<file path="config.mk">
export PLATFORM = sky130hd
export DESIGN_NAME = core_run_ctrl
export DESIGN_NICKNAME = d
export VERILOG_FILES = /design/src/rtl/core_run_ctrl_pkg.sv /design/src/rtl/core_run_ctrl.sv
export SDC_FILE = /design/constraint.sdc
export NUM_CORES = 1
export LEC_CHECK = 0
export ABC_AREA = 1
export BUFFER_PORTS_ARGS = -buffer_cell sky130_fd_sc_hd__buf_2
export CAP_MARGIN = 10
export CORE_MARGIN = 4
export CORE_UTILIZATION = 45
export CTS_BUF_LIST = sky130_fd_sc_hd__clkbuf_16
export DETAILED_ROUTE_END_ITERATION = 10
export PLACE_DENSITY = 0.65
export SLEW_MARGIN = 5
export SYNTH_ARGS = -nofsm -noshare
export SYNTH_HDL_FRONTEND = slang
export SYNTH_SLANG_ARGS = --single-unit
</file>
<file path="constraint.sdc">
create_clock -name clk -period 4.35 [get_ports clk]
set_clock_uncertainty 0.1 [all_clocks]
set_input_delay 0.435 -clock clk [delete_from_list [all_inputs] [get_ports clk]]
set_output_delay 0.435 -clock clk [all_outputs]
set_load 0.02 [all_outputs]
</file>
<file path="src/rtl/core_run_ctrl_pkg.sv">
// Shared encodings for the core run controller:
// host opcodes, controller states, stop reasons, core states.
package core_run_ctrl_pkg;

  typedef enum logic [2:0] {
    CMD_NOP        = 3'd0,
    CMD_RUN        = 3'd1,
    CMD_HALT       = 3'd2,
    CMD_STEP       = 3'd3,
    CMD_RESET_CORE = 3'd4,
    CMD_SET_BP     = 3'd5,
    CMD_CLR_BP     = 3'd6
  } cmd_op_e;

  typedef enum logic [2:0] {
    RS_RESETTING = 3'd0,
    RS_INITTING  = 3'd1,
    RS_STOPPED   = 3'd2,
    RS_RUNNING   = 3'd3,
    RS_STEPPING  = 3'd4,
    RS_DRAIN     = 3'd5
  } run_state_e;

  typedef enum logic [2:0] {
    STOP_NONE       = 3'd0,
    STOP_RESET      = 3'd1,
    STOP_HOST       = 3'd2,
    STOP_STEP_DONE  = 3'd3,
    STOP_BREAKPOINT = 3'd4,
    STOP_CORE_HALT  = 3'd5,
    STOP_CORE_ERROR = 3'd6
  } stop_reason_e;

  localparam logic [2:0] CS_INIT      = 3'd0;
  localparam logic [2:0] CS_FETCH     = 3'd1;
  localparam logic [2:0] CS_DECODE    = 3'd2;
  localparam logic [2:0] CS_EXECUTE   = 3'd3;
  localparam logic [2:0] CS_MEMORY    = 3'd4;
  localparam logic [2:0] CS_WRITEBACK = 3'd5;
  localparam logic [2:0] CS_HALT      = 3'd6;
  localparam logic [2:0] CS_ERROR     = 3'd7;

endpackage

</file>
<file path="src/rtl/core_run_ctrl.sv">
// Run/halt/step/reset sequencer for the RV32I core,
// with one PC breakpoint and a retired-instruction counter.
module core_run_ctrl
  import core_run_ctrl_pkg::*;
#(
  parameter int COUNT_W    = 32,
  parameter int RST_CYCLES = 2,
  parameter bit AUTORUN    = 1'b0
) (
  input  logic               clk,
  input  logic               rst_n,
  input  logic               cmd_valid,
  output logic               cmd_ready,
  input  logic [2:0]         cmd_op,
  input  logic [31:0]        cmd_arg,
  output logic               core_rst_n,
  output logic               core_clk_enable,
  input  logic               core_cycle_end,
  input  logic [2:0]         core_dbg_state,
  input  logic [31:0]        core_dbg_pc,
  output logic [2:0]         run_state,
  output logic [2:0]         stop_reason,
  output logic               stopped_pulse,
  output logic               cmd_err,
  output logic [COUNT_W-1:0] instr_count
);

  localparam int RC_W = (RST_CYCLES < 2) ? 1 : $clog2(RST_CYCLES);

  run_state_e   state_q, state_d;
  stop_reason_e why_q, why_d, stop_why;
  logic [RC_W-1:0]    rst_cnt_q, rst_cnt_d;
  logic               crst_q, crst_d;
  logic               first_q, first_d;
  logic               bp_en_q, bp_en_d;
  logic [31:0]        bp_addr_q, bp_addr_d;
  logic               bp_skip_q, bp_skip_d;
  logic [31:0]        step_q, step_d;
  logic [COUNT_W-1:0] cnt_q, cnt_d;
  logic               pulse_q, pulse_d;
  logic               err_q, err_d;
  logic               acc, retire, at_bp, bp_block, stop_now;
  cmd_op_e            op;

  assign op       = cmd_op_e'(cmd_op);
  assign at_bp    = core_dbg_state == CS_FETCH
                 && core_dbg_pc == bp_addr_q;
  assign bp_block = bp_en_q && !bp_skip_q && at_bp;
  assign retire   = core_clk_enable && core_cycle_end
                 && core_dbg_state == CS_WRITEBACK;
  assign acc      = cmd_valid && cmd_ready;

  assign cmd_ready = state_q == RS_STOPPED
                  || state_q == RS_RUNNING
                  || state_q == RS_STEPPING;

  // Init stops feeding clocks once the core reaches FETCH,
  // so it parks on the first instruction boundary.
  always_comb begin
    core_clk_enable = 1'b0;
    unique case (state_q)
      RS_RESETTING: core_clk_enable = 1'b1;
      RS_INITTING:  core_clk_enable = core_dbg_state != CS_FETCH;
      RS_STOPPED:   core_clk_enable = 1'b0;
      default:      core_clk_enable = !bp_block;
    endcase
  end

  always_comb begin
    state_d   = state_q;
    why_d     = why_q;
    rst_cnt_d = rst_cnt_q;
    crst_d    = crst_q;
    first_d   = first_q;
    bp_en_d   = bp_en_q;
    bp_addr_d = bp_addr_q;
    bp_skip_d = bp_skip_q;
    step_d    = step_q;
    cnt_d     = retire ? cnt_q + COUNT_W'(1) : cnt_q;
    err_d     = 1'b0;
    stop_now  = 1'b0;
    stop_why  = STOP_NONE;
    if (retire) bp_skip_d = 1'b0;
    unique case (state_q)
      RS_RESETTING: begin
        crst_d = 1'b0;
        if (rst_cnt_q == RC_W'(RST_CYCLES - 1)) begin
          rst_cnt_d = '0;
          crst_d    = 1'b1;
          state_d   = RS_INITTING;
        end else begin
          rst_cnt_d = rst_cnt_q + RC_W'(1);
        end
      end
      RS_INITTING: begin
        if (core_dbg_state == CS_FETCH) begin
          first_d = 1'b0;
          if (AUTORUN && first_q) begin
            state_d = RS_RUNNING;
          end else begin
            state_d = RS_STOPPED;
            why_d   = STOP_RESET;
          end
        end
      end
      RS_STOPPED: begin
        if (acc) begin
          unique case (op)
            CMD_RUN: begin
              state_d   = RS_RUNNING;
              bp_skip_d = at_bp;
            end
            CMD_STEP: begin
              state_d   = RS_STEPPING;
              step_d    = (cmd_arg == 32'd0) ? 32'd1 : cmd_arg;
              bp_skip_d = at_bp;
            end
            CMD_RESET_CORE: begin
              state_d   = RS_RESETTING;
              crst_d    = 1'b0;
              rst_cnt_d = '0;
              cnt_d     = '0;
            end
            CMD_NOP, CMD_SET_BP, CMD_CLR_BP: ;
            default: err_d = 1'b1;
          endcase
        end
      end
      default: begin
        if (state_q == RS_STEPPING && retire)
          step_d = step_q - 32'd1;
        if (core_dbg_state == CS_ERROR) begin
          stop_now = 1'b1;
          stop_why = STOP_CORE_ERROR;
        end else if (core_dbg_state == CS_HALT) begin
          stop_now = 1'b1;
          stop_why = STOP_CORE_HALT;
        end else if (state_q == RS_STEPPING && retire
                     && step_q == 32'd1) begin
          stop_now = 1'b1;
          stop_why = STOP_STEP_DONE;
        end else if (state_q == RS_DRAIN && retire) begin
          stop_now = 1'b1;
          stop_why = STOP_HOST;
        end else if (bp_block) begin
          stop_now = 1'b1;
          stop_why = STOP_BREAKPOINT;
        end
        if (stop_now) begin
          state_d = RS_STOPPED;
          why_d   = stop_why;
          err_d   = acc && op != CMD_NOP;
        end else if (acc) begin
          unique case (op)
            CMD_HALT: state_d = RS_DRAIN;
            CMD_NOP, CMD_SET_BP, CMD_CLR_BP: ;
            default: err_d = 1'b1;
          endcase
        end
      end
    endcase
    if (acc && !stop_now) begin
      if (op == CMD_SET_BP) begin
        bp_addr_d = cmd_arg;
        bp_en_d   = 1'b1;
      end
      if (op == CMD_CLR_BP) bp_en_d = 1'b0;
    end
    pulse_d = state_d == RS_STOPPED && state_q != RS_STOPPED;
  end

  always_ff @(posedge clk) begin
    if (!rst_n) begin
      state_q   <= RS_RESETTING;
      why_q     <= STOP_NONE;
      rst_cnt_q <= '0;
      crst_q    <= 1'b0;
      first_q   <= 1'b1;
      bp_en_q   <= 1'b0;
      bp_addr_q <= '0;
      bp_skip_q <= 1'b0;
      step_q    <= '0;
      cnt_q     <= '0;
      pulse_q   <= 1'b0;
      err_q     <= 1'b0;
    end else begin
      state_q   <= state_d;
      why_q     <= why_d;
      rst_cnt_q <= rst_cnt_d;
      crst_q    <= crst_d;
      first_q   <= first_d;
      bp_en_q   <= bp_en_d;
      bp_addr_q <= bp_addr_d;
      bp_skip_q <= bp_skip_d;
      step_q    <= step_d;
      cnt_q     <= cnt_d;
      pulse_q   <= pulse_d;
      err_q     <= err_d;
    end
  end

  assign core_rst_n    = crst_q;
  assign run_state     = state_q;
  assign stop_reason   = why_q;
  assign stopped_pulse = pulse_q;
  assign cmd_err       = err_q;
  assign instr_count   = cnt_q;

endmodule
</file>
==> results by group, run 1 <==
Outcome
  • Status: finished clean

Finish
  • Filler instances: 1,461
  • Area grow syn2layout: 15.5%
  • Fraction of layout cells with a size suffix above 1: 14.2%
  • Nets: 1,230
  • Number of inserted diodes: 0
  • Commonest non-fill, non-tap cell in the layout: nand2_1
  • Most frequent cells in the layout: nand2_1, nor2_1, inv_1

CTS
  • Sink Count: 108
  • CTS buffer count: 9
  • Post-CTS Setup Bufs: 0
  • CTS hold repair buffers: 0
  • H-Tree Depth: 3
  • Post-CTS resize count: 0
  • Clock transition at path regs: 0.07 ns
  • Max Root-Sink Buffers: 2
  • CTS tree: done
  • Clock latency on the worst-skew pair: 0.36 ns
  • CTS root buffer: clkbuf_16

Drt
  • Antenna Nets Post-Route: 0
  • DRC errors left: 0
  • WL final: 17.9 mm
  • Drt wl/cell: 13.3 µm
  • Pre-antenna DRT Iters: 6
  • Via count: 6,697
  • Routed vias/inst: 5.01
  • DR iter-0 viols: 394

Die
  • Ports: 117
  • Die area: 16,600 µm²
  • Core area: 14,100 µm²
  • Die Height: 129 µm
  • FP Rows: 43
  • Initial Utilization: 46.6%
  • Die width: 129 µm

Timing
  • Rel. slew slack: 28.2%
  • RSZ-0062 raised after global routing: no
  • Period minus WS final: 3.14 ns
  • Hold Fails Final Rpt: 0
  • Setup TNS: 0 ns
  • Finish-stage setup viols: 0
  • Fmax: 318 MHz
  • Slew Viols, Final: 0
  • Worst Slack Setup Final: 1.21 ns
  • Least-Margin Pin Slew: 1.08 ns
  • Final Cycle Share: 72.2%

Yosys
  • Post-Syn Area per Cell: 6.25 µm²
  • Post-synthesis register bit count: 108
  • Register area share after synthesis: 32.9%
  • Post-synth EDFFs: 0
  • Area leader, netlist: dfxtp_1
  • Synth top area share: 32.9%
  • FFs w/ async S/R, synth: 0%
  • Ys Warns: 0
  • Syn Inst Count: 1,052
  • Ys flop type: dfxtp_1
  • Synthesized area: 6570 µm²
  • Largest cells by area after synthesis: dfxtp_1, nand2_1, nor2_1, inv_1, xor2_1
  • Synth cell types: 42
  • Net count after synthesis: 1,129

Worst hold path
  • Hold endpoint: bp_addr_q[7]
  • Hold/Removal Path Class: in2reg
  • Hold path start: cmd_arg[7]
  • Number of cells on the worst hold path: 3

Global routing
  • Congestion Overflow GR: 0
  • First-pass GRT wire length: 29.4 mm
  • Largest net degree at the start of global routing: 49
  • Vias in the first global route: 6,151
  • GRT Total Usage: 21.8%
  • Initial antenna violation count: 0

Pwr
  • VDD IR max: 0.194 mV
  • Internal cell power: 1.75 mW
  • P_sw: 0.854 mW
  • Sequential power share: 40.8%
  • Net Sw Frac: 32.8%
  • Pwr dens: 343 nW/µm²
  • Leakage: 3.64 nW
  • Clock power share: 34.0%
  • Comb pwr share: 25.2%

Worst setup path
  • CP Cell Sequence: nor2_1 > nor2_1 > nand2_2 > nand2_4 > nand2_4 > o22ai_4 > nand2_1 > buf_4 > o21ai_0 > a21oi_1
  • Worst setup SP type: flip-flop
  • Crit path depth: 10
  • Cell family with most CP delay: simple AND/OR/NAND/NOR gates
  • CP endpoint kind: flip-flop
  • R2R Setup Slk: 1.21 ns
  • WS Path Type: reg2reg
  • Buf/Inv on CP: 1
  • FF-to-FF Start: run_state[0]
  • CP Max Fanout: 19
  • Critical path's slowest cell: o22ai_4
  • Crit path largest cell delay: 0.48 ns
  • R2r endpoint: step_q[0]
  • Reg2reg path depth: 10
  • Worst EP required: 4.50 ns
  • Worst Path Arrival: 3.29 ns

Flow run
  • Max Cap Viol: 0

Placed design
  • GP Congestion: 0.894
  • # port buffers: 116
  • Estimated wirelength of the detail-placed design: 13.6 mm
  • Post-Place Setup Slack: 1.09 ns
## metrics by stage
stage	std cells	power (mW)	utilization (%)	hold slack [ns]	instance area, µm²
after floorplan	1052	1.54	-	0.339	6570
after global placement	1322	1.74	51.6	0.353	7270
after detailed placement	1322	1.74	51.6	0.359	7270
after CTS	1338	2.63	53.8	0.219	7590
after global routing	1338	2.76	53.8	0.244	7590
final	1338	2.61	53.8	0.229	7590
## layout make-up
class                   count  area, µm²  area share (%)
inverters                 146        548            7.22
clock buffers               9        225            2.97
well taps                 180        225            2.97
clock inverters             7       90.1            1.19
flip-flops and latches    108       2160            28.5
multi-input cells         764       3700            48.7
repair buffers            124        641            8.44
## sequential cells by signal, summed over array words and instances (netlist names)
signal	cells
run_state	3
stopped_pulse	1
bp_en_q	1
bp_addr_q	32
stop_reason	3
instr_count	32
bp_skip_q	1
rst_cnt_q	1
cmd_err	1
step_q	32
core_rst_n	1
## worst max path at each step
stage	startpoint	endpoint	slack [ns]
global route	run_state[0]	step_q[0]	0.89
detailed placement	core_dbg_state[1]	bp_addr_q[11]	1.09
finish	run_state[0]	step_q[0]	1.21
global placement	core_dbg_state[1]	bp_addr_q[22]	1.12
floorplan	core_dbg_state[1]	bp_addr_q[10]	2.09
CTS	run_state[0]	step_q[25]	1.23
## layer usage
layer / GRT usage (%) / wire length, µm / up-vias / part of all wire, %
li1: - / - / 3506 / -
met1: 29.0 / 8170 / 2990 / 46
met2: 36.1 / 8300 / 176 / 46
met3: 3.99 / 1090 / 25 / 6.1
met4: 6.73 / 306 / 0 / 1.7
met5: 0 / 0 / - / 0
## power groups by stage
stage	Combinational (mW)	Sequential, mW	Clock (mW)
2_1_floorplan	0.432	1.11	0
3_3_place_gp	0.649	1.09	0
3_5_place_dp	0.651	1.09	0
4_1_cts	0.654	1.06	0.911
5_1_grt	0.745	1.07	0.940
6_report	0.656	1.06	0.885
## worst min-delay path, cell delays in order
cell and delay [ns]:
buf_2 0.09, nor2_1 0.04, nor2_1 0.09
## cell families after synthesis
kind of cell,count (synthesis),share of synthesized area (%)
AND/OR/NAND/NOR,583,37.5
buffers and inverters,180,10.9
AO/OA/AOI/OAI,118,10.1
flip-flops,108,32.9
XOR/XNOR,60,8.00
adder cells (fa/ha/maj),3,0.571
## cells in the mapped netlist, drive strengths merged, types with 2 or more instances
library cell and instances:
or2 2, o22ai 3, nor2 218, a211oi 9, nor3 26, ha 3
inv 144, buf 15, o21ai 50, nand3b 2, dfxtp 108, o2111ai 4
clkbuf 19, xnor2 16, nor4 8, nand3 48, clkinv 2, a22oi 2
nand2 256, a21oi 44, xor2 44, nand4 21
No activity file was read; power rests on OpenSTA's default activity.
==> run 2: changes to the inputs <==
Clock period 4.35 ns to 3 ns, I/O delays scaled along.
==> run 2 against run 1 <==
Maximum frequency rose by 18%. Hold slack worse by 0.15 ns. Final cell count is 0.30% higher. Cell area grew 0.26%. Total power increased by 39%. Routed wire length down 0.78%. Combinational power grew 46%. Clock power grew 27%. Via count decreased by 1.5%. Sequential share of layout area fell by 0.075 points. Clock-buffer cell count unchanged. Global-route usage shrank 0.41 points. Critical endpoint is now step_q[11].
==> results by group, run 2 (synthesis gave the netlist of run 1 again) <==
Finish
  • Most frequent cells in the layout: nand2_1, nor2_1, inv_1
  • Area of the multi-input gates: 3700 µm² (unchanged)
  • Fin cells: 1,342 (+0.30%)
  • Area grow syn2layout: 15.8%
  • Number of inserted diodes: 0 (unchanged)
  • Nets: 1,234 (+0.33%)
  • Fraction of layout cells with a size suffix above 1: 14.4% (+0.21 points)
  • Commonest non-fill, non-tap cell in the layout: nand2_1
  • Filler instances: 1,471 (+0.68%)
  • Seq. cell area: 2160 µm² (unchanged)

CTS
  • H-Tree Depth: 3 (unchanged)
  • CTS buffer count: 9 (unchanged)
  • Clock transition at path regs: 0.07 ns (about the same)
  • CTS tree: done
  • CTS hold repair buffers: 0 (unchanged)
  • Max Root-Sink Buffers: 2 (unchanged)
  • Sink Count: 108 (unchanged)
  • Clock latency on the worst-skew pair: 0.36 ns (about the same)
  • CTS root buffer: clkbuf_16
  • Post-CTS resize count: 0 (unchanged)
  • Post-CTS Setup Bufs: 0 (unchanged)

Timing
  • Hold Fails Final Rpt: 0 (unchanged)
  • Period minus WS final: 2.66 ns (-0.484 ns)
  • Least-Margin Pin Slew: 0.576 ns (-0.500 ns)
  • RSZ-0062 raised after global routing: no
  • Slew Viols, Final: 0 (unchanged)
  • Rel. slew slack: 61.6% (+33 points)
  • Setup TNS: 0 ns (unchanged)
  • Hold WS: 0.0831 ns (-0.146 ns)
  • Final Cycle Share: 88.6% (+16 points)
  • Fmax: 376 MHz (+18%)
  • Finish-stage setup viols: 0 (unchanged)
  • Worst Slack Setup Final: 0.343 ns (-0.866 ns)

Drt
  • Pre-antenna DRT Iters: 7 (+1)
  • WL final: 17.7 mm (-0.78%)
  • Routed vias/inst: 4.92 (-1.8%)
  • Antenna Nets Post-Route: 0 (unchanged)
  • Via count: 6,598 (-1.5%)
  • DRC errors left: 0 (unchanged)
  • DR iter-0 viols: 377 (-4.3%)
  • Drt wl/cell: 13.2 µm (-1.1%)

Pwr
  • P_sw: 1.24 mW (+45%)
  • Net Sw Frac: 34.3% (+1.5 points)
  • Pwr dens: 475 nW/µm² (+38%)
  • Leakage: 3.66 nW (+0.41%)
  • Internal cell power: 2.37 mW (+36%)
  • Clock power share: 30.9% (-3.1 points)
  • VDD IR max: 0.335 mV (+73%)
  • Comb pwr share: 26.5% (+1.3 points)
  • Sequential power share: 42.7% (+1.9 points)
  • Tot Pwr: 3.61 mW (+39%)

Placed design
  • GP Congestion: 0.900 (+0.63%)
  • # port buffers: 116 (unchanged)
  • Cell count after placement: 1,326 (+0.30%)
  • Post-Place Setup Slack: 0.306 ns (-0.784 ns)
  • Estimated wirelength of the detail-placed design: 13.5 mm (-0.46%)

Worst setup path
  • Worst setup SP type: flip-flop
  • CP Max Fanout: 48 (+29)
  • Worst EP required: 3.13 ns (-1.37 ns)
  • Worst Path Arrival: 2.79 ns (-0.50 ns)
  • R2R Setup Slk: 0.34 ns (-0.87 ns)
  • CP endpoint kind: flip-flop
  • WS Path Type: reg2reg

Die
  • Die area: 16,600 µm² (unchanged)
  • Initial Utilization: 46.6% (unchanged)
  • FP Rows: 43 (unchanged)
  • Die Height: 129 µm (unchanged)
  • Die width: 129 µm (unchanged)
  • Core area: 14,100 µm² (unchanged)
  • Ports: 117 (unchanged)

Global routing
  • Initial antenna violation count: 0 (unchanged)
  • GRT Total Usage: 21.4% (-0.41 points)
  • Vias in the first global route: 6,023 (-2.1%)
  • Congestion Overflow GR: 0 (unchanged)
  • GR Layer Usage met3: 3.86% (-0.12 points)
  • Met1 usage: 28.3% (-0.62 points)
  • Largest net degree at the start of global routing: 49 (unchanged)
  • Met2 Track Usage GR: 35.4% (-0.64 points)
  • First-pass GRT wire length: 28.8 mm (-2.0%)
  • Most used routing layer in global routing: met2

Outcome
  • Status: finished clean

Worst hold path
  • Hold/Removal Path Class: in2reg

Flow run
  • Max Cap Viol: 0 (unchanged)
## run 2: cell types whose count changed in the layout (fill, tap and decap cells not counted), sizes merged
cell and delta:
buf +4, clkinv +3, bufinv -2, inv -1
## run 2: layout make-up
cell class | count | share of cell area [%]
Timing Repair Buffer | 128 | 9.31
Inverter | 146 | 7.20
Multi-Input combinational cell | 764 | 48.6
Sequential cell | 108 | 28.4
Clock inverter | 7 | 0.559
Clock buffer | 9 | 2.96
Tap cell | 180 | 2.96
## run 2: critical path, cell delays in order (launching register included)
cell and delay, ns:
dfxtp_1 0.45, inv_1 0.11, nor2_1 0.18, inv_2 0.09
nor2_4 0.13, nor2_1 0.08, nand2_4 0.11, nand2_4 0.13
o22ai_4 0.47, nand2_1 0.19, buf_12 0.22, o21ai_0 0.17
a21oi_1 0.08
## run 2: worst paths after layout
kind,start,to,cells after the start
min reg2reg,bp_en_q,bp_en_q,2
max reg2reg,run_state[0],step_q[11],12
min,cmd_arg[7],bp_addr_q[7],3
max,run_state[0],step_q[11],12
## run 2: per-stage QoR
| stage | cell area (µm²) | utilization, % |
|---|---|---|
| 2_1_floorplan | 6570 | - |
| 3_3_place_gp | 7340 | 52.1 |
| 3_5_place_dp | 7340 | 52.1 |
| 4_1_cts | 7610 | 54.0 |
| 5_1_grt | 7610 | 54.0 |
| 6_report | 7610 | 54.0 |
## run 2: per-layer routing
metal  part of all wire, %  vias up
met5                     0        -
met4                   2.1        0
met3                   5.3       29
met2                    46      184
met1                    46     2887
li1                      -     3498
## run 2: power groups by stage
| stage | clock [mW] | combinational, mW | sequential (mW) |
|---|---|---|---|
| finish | 1.12 | 0.957 | 1.54 |
| global route | 1.20 | 1.08 | 1.55 |
| CTS | 1.15 | 0.957 | 1.54 |
| detailed placement | 0 | 0.952 | 1.57 |
| global placement | 0 | 0.948 | 1.57 |
| floorplan | 0 | 0.627 | 1.61 |
==> run 3: changes to the inputs <==
Settings changed: CORE_MARGIN 4 to 2.
==> run 3 against run 2 <==
Hold slack improved by 0.012 ns. Non-clock buffer count increased by 2. Flip-flop and latch count unchanged. Utilization decreased by 1.2 points. Global-route usage increased by 1.6 points. Register-to-register slack improved by 0.11 ns.
==> results by group, run 3 (synthesis gave the netlist of run 1 again) <==
Outcome
  • Status: finished clean

CTS
  • H-Tree Depth: 3 (unchanged)
  • CTS root buffer: clkbuf_16
  • CTS tree: done
  • CTS buffer count: 9 (unchanged)
  • Post-CTS Setup Bufs: 0 (unchanged)
  • Max Root-Sink Buffers: 2 (unchanged)
  • Post-CTS resize count: 0 (unchanged)
  • Sink Count: 108 (unchanged)
  • Clock latency on the worst-skew pair: 0.35 ns (about the same)
  • Clock transition at path regs: 0.07 ns (about the same)
  • CTS hold repair buffers: 0 (unchanged)

Die
  • Die Height: 125 µm (-3.1%)
  • Core area: 14,400 µm² (+2.3%)
  • FP Rows: 44 (+2.3%)
  • Initial Utilization: 45.6% (-1.1 points)
  • Die area: 15,600 µm² (-6.1%)
  • Ports: 117 (unchanged)
  • Die width: 125 µm (-3.1%)

Pwr
  • Clock power share: 32.0% (+1.1 points)
  • Leakage: 3.66 nW (about the same)
  • Pwr dens: 482 nW/µm² (+1.6%)
  • VDD IR max: 0.309 mV (-7.7%)
  • Sequential power share: 42.0% (-0.7 points)
  • P_sw: 1.22 mW (-1.2%)
  • Internal cell power: 2.45 mW (+3.2%)
  • Comb pwr share: 26.0% (-0.5 points)
  • Net Sw Frac: 33.3% (-0.97 points)

Flow run
  • Max Cap Viol: 0 (unchanged)

Timing
  • Hold WS: 0.0953 ns (+0.0122 ns)
  • Setup TNS: 0 ns (unchanged)
  • Least-Margin Pin Slew: 0.519 ns (-0.0571 ns)
  • Slew Viols, Final: 0 (unchanged)
  • Rel. slew slack: 65.4% (+3.8 points)
  • Fmax: 393 MHz (+4.5%)
  • Finish-stage setup viols: 0 (unchanged)
  • Final Cycle Share: 84.8% (-3.8 points)
  • Hold Fails Final Rpt: 0 (unchanged)
  • RSZ-0062 raised after global routing: no
  • Period minus WS final: 2.54 ns (-0.114 ns)

Worst setup path
  • CP Max Fanout: 18 (-63%)
  • Reg2reg path depth: 16 (+4)
  • WS Path Type: reg2reg
  • Worst EP required: 3.14 ns (about the same)
  • FF-to-FF Start: bp_addr_q[13]
  • Worst Path Arrival: 2.68 ns (-0.11 ns)
  • Worst setup SP type: flip-flop
  • CP endpoint kind: flip-flop
  • R2r endpoint: instr_count[6]
  • R2R Setup Slk: 0.46 ns (+0.11 ns)

Finish
  • Area of the multi-input gates: 3700 µm² (unchanged)
  • Fraction of layout cells with a size suffix above 1: 14.4% (+0.074 points)
  • Area grow syn2layout: 15.9%
  • Fin cells: 1,347 (+0.37%)
  • Most frequent cells in the layout: nand2_1, nor2_1, inv_1
  • Nets: 1,236 (+0.16%)
  • Seq. cell area: 2160 µm² (unchanged)
  • Filler instances: 1,503 (+2.2%)
  • Final instance area: 7620 µm² (+0.13%)
  • Number of inserted diodes: 0 (unchanged)
  • Commonest non-fill, non-tap cell in the layout: nand2_1

Worst hold path
  • Hold endpoint: bp_addr_q[7]
  • Hold/Removal Path Class: in2reg
  • Hold path start: cmd_arg[7]
  • Number of cells on the worst hold path: 3 (unchanged)

Placed design
  • GP Congestion: 0.887 (-1.4%)
  • Estimated wirelength of the detail-placed design: 13.4 mm (-0.93%)
  • Cell count after placement: 1,332 (+0.45%)
  • Dpl cell area: 7340 µm² (about the same)
  • # port buffers: 116 (unchanged)

Drt
  • Routed vias/inst: 4.90 (-0.25%)
  • Drt wl/cell: 13.0 µm (-1.2%)
  • Via count: 6,606 (+0.12%)
  • WL final: 17.6 mm (-0.82%)
  • Antenna Nets Post-Route: 0 (unchanged)
  • DR iter-0 viols: 338 (-10%)
  • DRC errors left: 0 (unchanged)
  • Pre-antenna DRT Iters: 5 (-2)

Global routing
  • Largest net degree at the start of global routing: 48 (-2.0%)
  • Vias in the first global route: 6,214 (+3.2%)
  • First-pass GRT wire length: 29.6 mm (+2.6%)
  • Initial antenna violation count: 0 (unchanged)
  • Congestion Overflow GR: 0 (unchanged)
  • GRT Total Usage: 23.0% (+1.6 points)
-- run 3: cell count changes in the layout (fill, tap and decap cells not counted), sizes merged --
cell and change:
buf +2, inv -1, bufinv +1, clkinvlp +1
clkinv -2
-- run 3: worst max-delay path: stages (launching register included) --
cell,delay [ns]
dfxtp_1,0.33
inv_1,0.05
nand2_1,0.05
nand2_1,0.04
nor2_1,0.23
nand2_1,0.08
nor2_1,0.13
nand2_1,0.06
nor2_1,0.15
nand3_2,0.10
nand2_2,0.09
nand2_4,0.07
nand2_4,0.18
clkinv_1,0.38
nand2_1,0.18
xor2_1,0.15
nor2_1,0.05
-- run 3: metrics by stage --
stage	utilization (%)	total power [mW]	setup WS, ns
global placement	50.9	2.52	0.484
CTS	52.8	3.70	0.495
finish	52.8	3.68	0.457
floorplan	-	2.24	0.807
detailed placement	50.9	2.53	0.454
global route	52.8	3.89	0.184
-- run 3: power by group through the flow --
stage	Clock (mW)	Sequential [mW]	Combinational (mW)
global route	1.26	1.56	1.08
global placement	0	1.58	0.945
floorplan	0	1.61	0.627
finish	1.17	1.54	0.957
CTS	1.20	1.54	0.957
detailed placement	0	1.58	0.951
-- run 3: routing by layer --
layer / track usage, % / part of all wire, %
met3: 4.17 / 4.3
met2: 37.9 / 46
met5: 0 / 0
met4: 6.47 / 2.1
met1: 30.9 / 48
-- run 3: worst max-delay path by stage --
| stage | start | endpoint | slack (ns) | depth (start not counted) |
|---|---|---|---|---|
| 2_1_floorplan | step_q[0] | step_q[28] | 0.81 | 15 |
| 3_3_place_gp | core_dbg_state[1] | instr_count[6] | 0.48 | 16 |
| 3_5_place_dp | core_dbg_pc[11] | instr_count[6] | 0.45 | 17 |
| 4_1_cts | bp_addr_q[13] | instr_count[6] | 0.49 | 16 |
| 5_1_grt | bp_addr_q[11] | instr_count[6] | 0.18 | 16 |
| 6_report | bp_addr_q[13] | instr_count[6] | 0.46 | 16 |
-- run 3: layout make-up --
cell class	count	area share [%]
clock inverter	6	0.755
clock buffer	9	2.96
tap	184	3.02
inverter	146	7.19
sequential	108	28.4
timing repair buffer	130	9.16
multi-input combinational	764	48.5
